`src/rtl/seg7_capture.sv`:
```
// -----------------------------------------------------------------------------
// seg7_capture
//   Reads back a scanned, active-low 7-segment display bus. Both the shared
//   segment lines and the per-digit anode lines are synchronized into the clk
//   domain. A digit pattern is committed only after it has been seen unchanged
//   for STABLE_CYCLES consecutive synchronized samples. A committed pattern is
//   decoded back to a hex nibble and stored per digit position.
//
// Ports
//   clk      in   1          rising-edge clock
//   rst_n    in   1          asynchronous active-low reset
//   seg_n    in   7          segment lines, active-low, bit0=a .. bit6=g
//   an_n     in   NDIGITS    digit enables, active-low, bit i = digit i
//   clr      in   1          synchronous clear of captured state (top priority)
//   digits   out  4*NDIGITS  captured values, digit i at [4i+3:4i]
//   valid    out  NDIGITS    digit i holds a correctly decoded value
//   err      out  NDIGITS    last committed pattern on digit i was not a hex glyph
//   upd      out  1          one-cycle pulse per commit
//   upd_idx  out  IW         digit index of the current/last commit
// -----------------------------------------------------------------------------
module seg7_capture #(
    parameter  int NDIGITS       = 8,
    parameter  int STABLE_CYCLES = 4,
    localparam int IW            = (NDIGITS > 1) ? $clog2(NDIGITS) : 1
) (
    input  logic                   clk,
    input  logic                   rst_n,
    input  logic [6:0]             seg_n,
    input  logic [NDIGITS-1:0]     an_n,
    input  logic                   clr,
    output logic [4*NDIGITS-1:0]   digits,
    output logic [NDIGITS-1:0]     valid,
    output logic [NDIGITS-1:0]     err,
    output logic                   upd,
    output logic [IW-1:0]          upd_idx
);

    localparam int CW = $clog2(STABLE_CYCLES + 1);

    typedef enum logic [1:0] {
        ST_IDLE   = 2'd0,
        ST_TRACK  = 2'd1,
        ST_COMMIT = 2'd2,
        ST_HOLD   = 2'd3
    } state_t;

    // Returns {exactly_one_anode_low, index_of_that_anode}.
    function automatic logic [IW:0] onehot_idx(input logic [NDIGITS-1:0] an);
        int unsigned   zeros;
        logic [IW-1:0] idx;
        zeros = 32'd0;
        idx   = {IW{1'b0}};
        for (int i = 0; i < NDIGITS; i++) begin
            if (!an[i]) begin
                zeros = zeros + 32'd1;
                idx   = IW'(i);
            end
        end
        return {(zeros == 32'd1), idx};
    endfunction

    // Returns {is_hex_glyph, value}; pattern is active-high gfedcba.
    function automatic logic [4:0] glyph_decode(input logic [6:0] pat);
        logic [4:0] r;
        case (pat)
            7'h3F:   r = {1'b1, 4'h0};
            7'h06:   r = {1'b1, 4'h1};
            7'h5B:   r = {1'b1, 4'h2};
            7'h4F:   r = {1'b1, 4'h3};
            7'h66:   r = {1'b1, 4'h4};
            7'h6D:   r = {1'b1, 4'h5};
            7'h7D:   r = {1'b1, 4'h6};
            7'h07:   r = {1'b1, 4'h7};
            7'h7F:   r = {1'b1, 4'h8};
            7'h6F:   r = {1'b1, 4'h9};
            7'h77:   r = {1'b1, 4'hA};
            7'h7C:   r = {1'b1, 4'hB};
            7'h39:   r = {1'b1, 4'hC};
            7'h5E:   r = {1'b1, 4'hD};
            7'h79:   r = {1'b1, 4'hE};
            7'h71:   r = {1'b1, 4'hF};
            default: r = {1'b0, 4'h0};
        endcase
        return r;
    endfunction

    logic [6:0]           seg_m_r, s_seg_r;
    logic [NDIGITS-1:0]   an_m_r, s_an_r;
    state_t               state_r, state_nxt_s;
    logic [NDIGITS-1:0]   an_lat_r;
    logic [6:0]           seg_lat_r;
    logic [IW-1:0]        idx_r;
    logic [CW-1:0]        cnt_r;
    logic                 load_s, inc_s, commit_s, same_s, oh_s;
    logic [IW-1:0]        oh_idx_s;
    logic [4:0]           dec_s;
    logic [4*NDIGITS-1:0] digits_r;
    logic [NDIGITS-1:0]   valid_r, err_r;
    logic                 upd_r;
    logic [IW-1:0]        upd_idx_r;

    assign {oh_s, oh_idx_s} = onehot_idx(s_an_r);
    assign same_s           = (s_an_r == an_lat_r) && (s_seg_r == seg_lat_r);
    assign dec_s            = glyph_decode(~seg_lat_r);

    // Two-flop synchronizers; idle bus (all lines high) is the reset value.
    always_ff @(posedge clk or negedge rst_n) begin
        if (!rst_n) begin
            seg_m_r <= {7{1'b1}};
            s_seg_r <= {7{1'b1}};
            an_m_r  <= {NDIGITS{1'b1}};
            s_an_r  <= {NDIGITS{1'b1}};
        end else begin
            seg_m_r <= seg_n;
            s_seg_r <= seg_m_r;
            an_m_r  <= an_n;
            s_an_r  <= an_m_r;
        end
    end

    // FSM state register.
    always_ff @(posedge clk or negedge rst_n) begin
        if (!rst_n) begin
            state_r <= ST_IDLE;
        end else begin
            state_r <= state_nxt_s;
        end
    end

    // FSM next-state logic plus latch/count strobes for the tracking datapath.
    always_comb begin
        state_nxt_s = state_r;
        load_s      = 1'b0;
        inc_s       = 1'b0;
        if (clr) begin
            state_nxt_s = ST_IDLE;
        end else begin
            case (state_r)
                ST_IDLE: begin
                    if (oh_s) begin
                        load_s      = 1'b1;
                        state_nxt_s = ST_TRACK;
                    end else begin
                        state_nxt_s = ST_IDLE;
                    end
                end
                ST_TRACK: begin
                    if (same_s) begin
                        inc_s = 1'b1;
                        // cnt_r is the count before this sample is added.
                        if (cnt_r >= CW'(STABLE_CYCLES - 1)) begin
                            state_nxt_s = ST_COMMIT;
                        end else begin
                            state_nxt_s = ST_TRACK;
                        end
                    end else if (oh_s) begin
                        load_s      = 1'b1;
                        state_nxt_s = ST_TRACK;
                    end else begin
                        state_nxt_s = ST_IDLE;
                    end
                end
                ST_COMMIT: begin
                    state_nxt_s = ST_HOLD;
                end
                ST_HOLD: begin
                    if (same_s) begin
                        state_nxt_s = ST_HOLD;
                    end else if (oh_s) begin
                        load_s      = 1'b1;
                        state_nxt_s = ST_TRACK;
                    end else begin
                        state_nxt_s = ST_IDLE;
                    end
                end
                default: begin
                    state_nxt_s = ST_IDLE;
                end
            endcase
        end
    end

    // FSM output logic: a commit is suppressed when clr coincides with it.
    always_comb begin
        commit_s = 1'b0;
        if ((state_r == ST_COMMIT) && !clr) begin
            commit_s = 1'b1;
        end else begin
            commit_s = 1'b0;
        end
    end

    // Candidate latch and saturating stability counter.
    always_ff @(posedge clk or negedge rst_n) begin
        if (!rst_n) begin
            an_lat_r  <= {NDIGITS{1'b1}};
            seg_lat_r <= {7{1'b1}};
            idx_r     <= {IW{1'b0}};
            cnt_r     <= {CW{1'b0}};
        end else if (clr) begin
            cnt_r <= {CW{1'b0}};
        end else if (load_s) begin
            an_lat_r  <= s_an_r;
            seg_lat_r <= s_seg_r;
            idx_r     <= oh_idx_s;
            cnt_r     <= CW'(1);
        end else if (inc_s && (cnt_r < CW'(STABLE_CYCLES))) begin
            cnt_r <= cnt_r + CW'(1);
        end
    end

    // Captured-value registers; a commit only touches the committed digit.
    always_ff @(posedge clk or negedge rst_n) begin
        if (!rst_n) begin
            digits_r  <= {(4*NDIGITS){1'b0}};
            valid_r   <= {NDIGITS{1'b0}};
            err_r     <= {NDIGITS{1'b0}};
            upd_r     <= 1'b0;
            upd_idx_r <= {IW{1'b0}};
        end else if (clr) begin
            digits_r  <= {(4*NDIGITS){1'b0}};
            valid_r   <= {NDIGITS{1'b0}};
            err_r     <= {NDIGITS{1'b0}};
            upd_r     <= 1'b0;
            upd_idx_r <= {IW{1'b0}};
        end else begin
            upd_r <= commit_s;
            if (commit_s) begin
                upd_idx_r <= idx_r;
                if (dec_s[4]) begin
                    digits_r[{idx_r, 2'b00} +: 4] <= dec_s[3:0];
                    valid_r[idx_r]                <= 1'b1;
                    err_r[idx_r]                  <= 1'b0;
                end else begin
                    valid_r[idx_r] <= 1'b0;
                    err_r[idx_r]   <= 1'b1;
                end
            end
        end
    end

    assign digits  = digits_r;
    assign valid   = valid_r;
    assign err     = err_r;
    assign upd     = upd_r;
    assign upd_idx = upd_idx_r;

endmodule

```
`config.mk`:
```
export PLATFORM = sky130hd
export DESIGN_NAME = seg7_capture
export DESIGN_NICKNAME = d
export VERILOG_FILES = /design/src/rtl/seg7_capture.sv
export SDC_FILE = /design/constraint.sdc
export NUM_CORES = 1
export LEC_CHECK = 0
export CORE_MARGIN = 2
export CORE_UTILIZATION = 40
export DETAILED_ROUTE_END_ITERATION = 8
export MAX_ROUTING_LAYER = met4
export PLACE_DENSITY = 0.59
export SLEW_MARGIN = 20
export SYNTH_ARGS = -nofsm -noshare
export SYNTH_HDL_FRONTEND = slang
export SYNTH_SLANG_ARGS = --single-unit
```
`constraint.sdc`:
```
create_clock -name clk -period 6.9 [get_ports clk]
set_input_delay 1.38 -clock clk [delete_from_list [all_inputs] [get_ports clk]]
set_output_delay 1.38 -clock clk [all_outputs]
set_load 0.005 [all_outputs]
```
==> run metrics <==
status completed; Seq/Total Area, Yosys 0.523; slew margin rel. 0.370; die area 0.0137 mm^2; setup bufs post-CTS 0; iteration-0 DRC count of the detailed router 147; port bufs 69; antenna violations before repair 0; Post-synth EDFFs 0; setup TNS 0 ns; Worst EP arrival 6.24 ns; kind of end point of the critical path flop; global route total overflow 0; wire per inst 14.9 um; diode count 0; reg2reg path depth 25; syn nets 495; CP Launch Type flop; site row count 41; Hold Path Stages 0; TritonCTS buffer count 9; P&R area growth vs syn 21.4%; WL final 10400 um; post-DP HPWL 7340 um; r2r setup slk 0.94 ns; Synth Warn # 0; fill cell count 1151; Leakage Power 2.63 nW; post-synthesis average cell area 11.0 um^2; Clock Latency Late Sink 0.36 ns; chip width 117 um; Initial Util 0.408; Hold WC Path Type reg2reg; core area 0.0126 mm^2; clock slew at the register clock pins of the worst setup and hold paths 0.07 ns; CTS tree done; Die Height 117 um; Clock Sinks 105; vias per cell 5.05; Max-cap violations 0; vias in the first global route 3528; Clock Skew 0.0110 ns; Synth Instances 466; Yosys cell types 60; post-cts sizing count 0; GP Congestion 0.808; Setup crit start s_an_r[0]; first-pass GRT wire length 17700 um; final core utilization 0.495; layout cells sized above 1 0.169; Fin. Hold Viols 0; crit path capture an_lat_r[0]; Async SR Flop Fraction 1.00; Post-CTS Hold Fix Bufs 0; slew at the pin closest to its max-slew limit 0.936 ns; Final period util 0.864; Clock Tree Buf Depth 2; final setup fails 0; worst flop-to-flop path endpoint an_lat_r[0]; non-filler cells, final 698; First-pass DRT Iterations 4; Final Max Slew Viols 0; total I/O pin count 70; pwr/cell area 300 mW/mm^2; reg2reg start s_an_r[0]; Antenna Violating Nets Remaining 0; RSZ-0062 raised after global routing no; Max rail drop VDD 0.130 mV; fin nets 550; ys flop type dfrtp_1; htree depth 3; mapped cell area 0.00513 mm^2; CTS root buffer clkbuf_16; CP required 7.18 ns; min Tclk post-route 5.96 ns; pin count of the biggest net entering global routing 77; Yosys reg bits 105; WS Path Type reg2reg; Fmax 0.168 GHz; GRT Overall Usage 0.173; Critical Path Fanout Max 19; Post-Place Cells 682; DRC errors left 0; vias post-DR 3526
-- cell type report --
type / instances / area [um^2] / area share
sequential: 105 / 2680 / 0.431
multi-input combinational: 316 / 2250 / 0.361
timing repair buffer: 74 / 726 / 0.117
clock buffer: 11 / 243 / 0.0390
tap: 172 / 215 / 0.0346
inverter: 15 / 56.3 / 0.00904
clock inverter: 5 / 55.1 / 0.00884
-- worst min path at each step --
stage | startpoint | end | slack, ns
6_report | seg_m_r[3] | s_seg_r[3] | 0.35
5_1_grt | an_m_r[3] | s_an_r[3] | 0.36
4_1_cts | seg_m_r[3] | s_seg_r[3] | 0.35
3_5_place_dp | an_m_r[4] | s_an_r[4] | 0.35
3_3_place_gp | an_m_r[4] | s_an_r[4] | 0.35
2_1_floorplan | an_m_r[0] | s_an_r[0] | 0.35
-- cell usage after synthesis, types with 2 or more instances --
library cell,instances,area (um^2)
nor4_1,2,12.5
xor2_1,6,52.6
buf_2,2,10.0
nor3_1,14,70.1
nand2b_1,7,43.8
inv_1,15,56.3
xnor2_1,18,158
nor2_1,55,206
a21boi_0,2,15.0
nor3b_2,2,25.0
and4b_1,2,20.0
a21oi_1,18,90.1
buf_1,2,7.51
nor4bb_1,2,20.0
xnor3_1,2,45.0
o32ai_1,2,17.5
o311ai_0,2,17.5
ha_1,11,138
nand3_1,7,35.0
and3b_1,2,17.5
nand2_1,29,109
mux2_4,7,105
a221oi_1,2,17.5
mux2i_1,38,380
nand4_1,6,37.5
or3_1,7,43.8
dfrtp_1,60,1500
a31oi_1,4,25.0
o211ai_1,2,15.0
dfstp_2,45,1180
a211oi_1,10,75.1
nor2b_1,12,75.1
o21ai_0,9,45.0
and2_1,3,18.8
a21o_1,2,15.0
nand3b_1,2,15.0
buf_6,2,22.5
clkbuf_1,23,86.3
mux2_2,9,101
-- where the power goes --
| part | internal (mW) | total (mW) | switching [mW] |
|---|---|---|---|
| registers | 0.724 | 0.857 | 0.133 |
| logic | 0.240 | 0.497 | 0.257 |
| clock network | 0.290 | 0.512 | 0.222 |
| total | 1.25 | 1.87 | 0.612 |
-- critical path: stages (launching register included) --
cell and delay [ns]:
dfstp_2 0.56, inv_1 0.05, ha_1 0.34, xnor2_1 0.14
ha_1 0.28, nor2_1 0.03, a31oi_1 0.40, ha_1 0.35
nand2b_1 0.10, nand2_1 0.06, ha_1 0.26, nor2b_1 0.13
a221oi_1 0.40, inv_1 0.11, ha_1 0.28, nor2_1 0.13
a21oi_1 0.06, ha_1 0.19, nor2b_1 0.16, xor2_1 0.18
a211oi_1 0.19, a21oi_1 0.07, o311ai_0 0.47, and4_1 0.27
buf_4 0.29, mux2_2 0.38
-- stage by stage --
| stage | area [um^2] | hold slack (ns) | power, mW | worst slack, ns |
|---|---|---|---|---|
| floorplan | 5130 | 0.345 | 1.23 | 1.40 |
| global placement | 5930 | 0.347 | 1.34 | 1.14 |
| detailed placement | 5930 | 0.347 | 1.36 | 0.929 |
| CTS | 6230 | 0.353 | 1.89 | 0.923 |
| global route | 6230 | 0.359 | 1.98 | 0.483 |
| finish | 6230 | 0.351 | 1.87 | 0.941 |
-- flip-flops by register name, summed over array words and instances (netlist names) --
name	cells
upd_idx	3
valid	8
seg_lat_r	7
s_seg_r	7
digits	32
s_an_r	8
seg_m_r	7
an_m_r	8
upd	1
cnt_r	3
err	8
an_lat_r	8
idx_r	3
state_r	2
-- placed cells by master, fill, tap and decap left out, types with 9 or more instances in the layout --
cell             netlist  final
o21ai_0                9      9
nor2b_1               12     12
nor2_1                55     55
nor3_1                14     14
dfstp_2               45     45
a21oi_1               18     18
mux2i_1               38     38
clkdlybuf4s50_1        0     68
inv_1                 15     15
clkbuf_16              0      9
nand2_1               29     29
ha_1                  11     11
xnor2_1               18     18
mux2_2                 9      9
a211oi_1              10      9
dfrtp_1               60     60
-- cell families after synthesis --
kind of cell | synth area share
simple gates | 0.161
fa+ha+maj | 0.0268
buf+inv | 0.0395
mux | 0.114
xor+xnor | 0.0578
compound gates | 0.0776
flops | 0.523
-- metal layers --
layer | global-route usage | share of wire | vias up
li1 | - | - | 1725
met1 | 0.231 | 0.48 | 1733
met2 | 0.261 | 0.47 | 54
met3 | 0.0288 | 0.029 | 14
met4 | 0.0753 | 0.020 | 0
met5 | - | 0 | -
No activity file was read; power rests on OpenSTA's default activity.
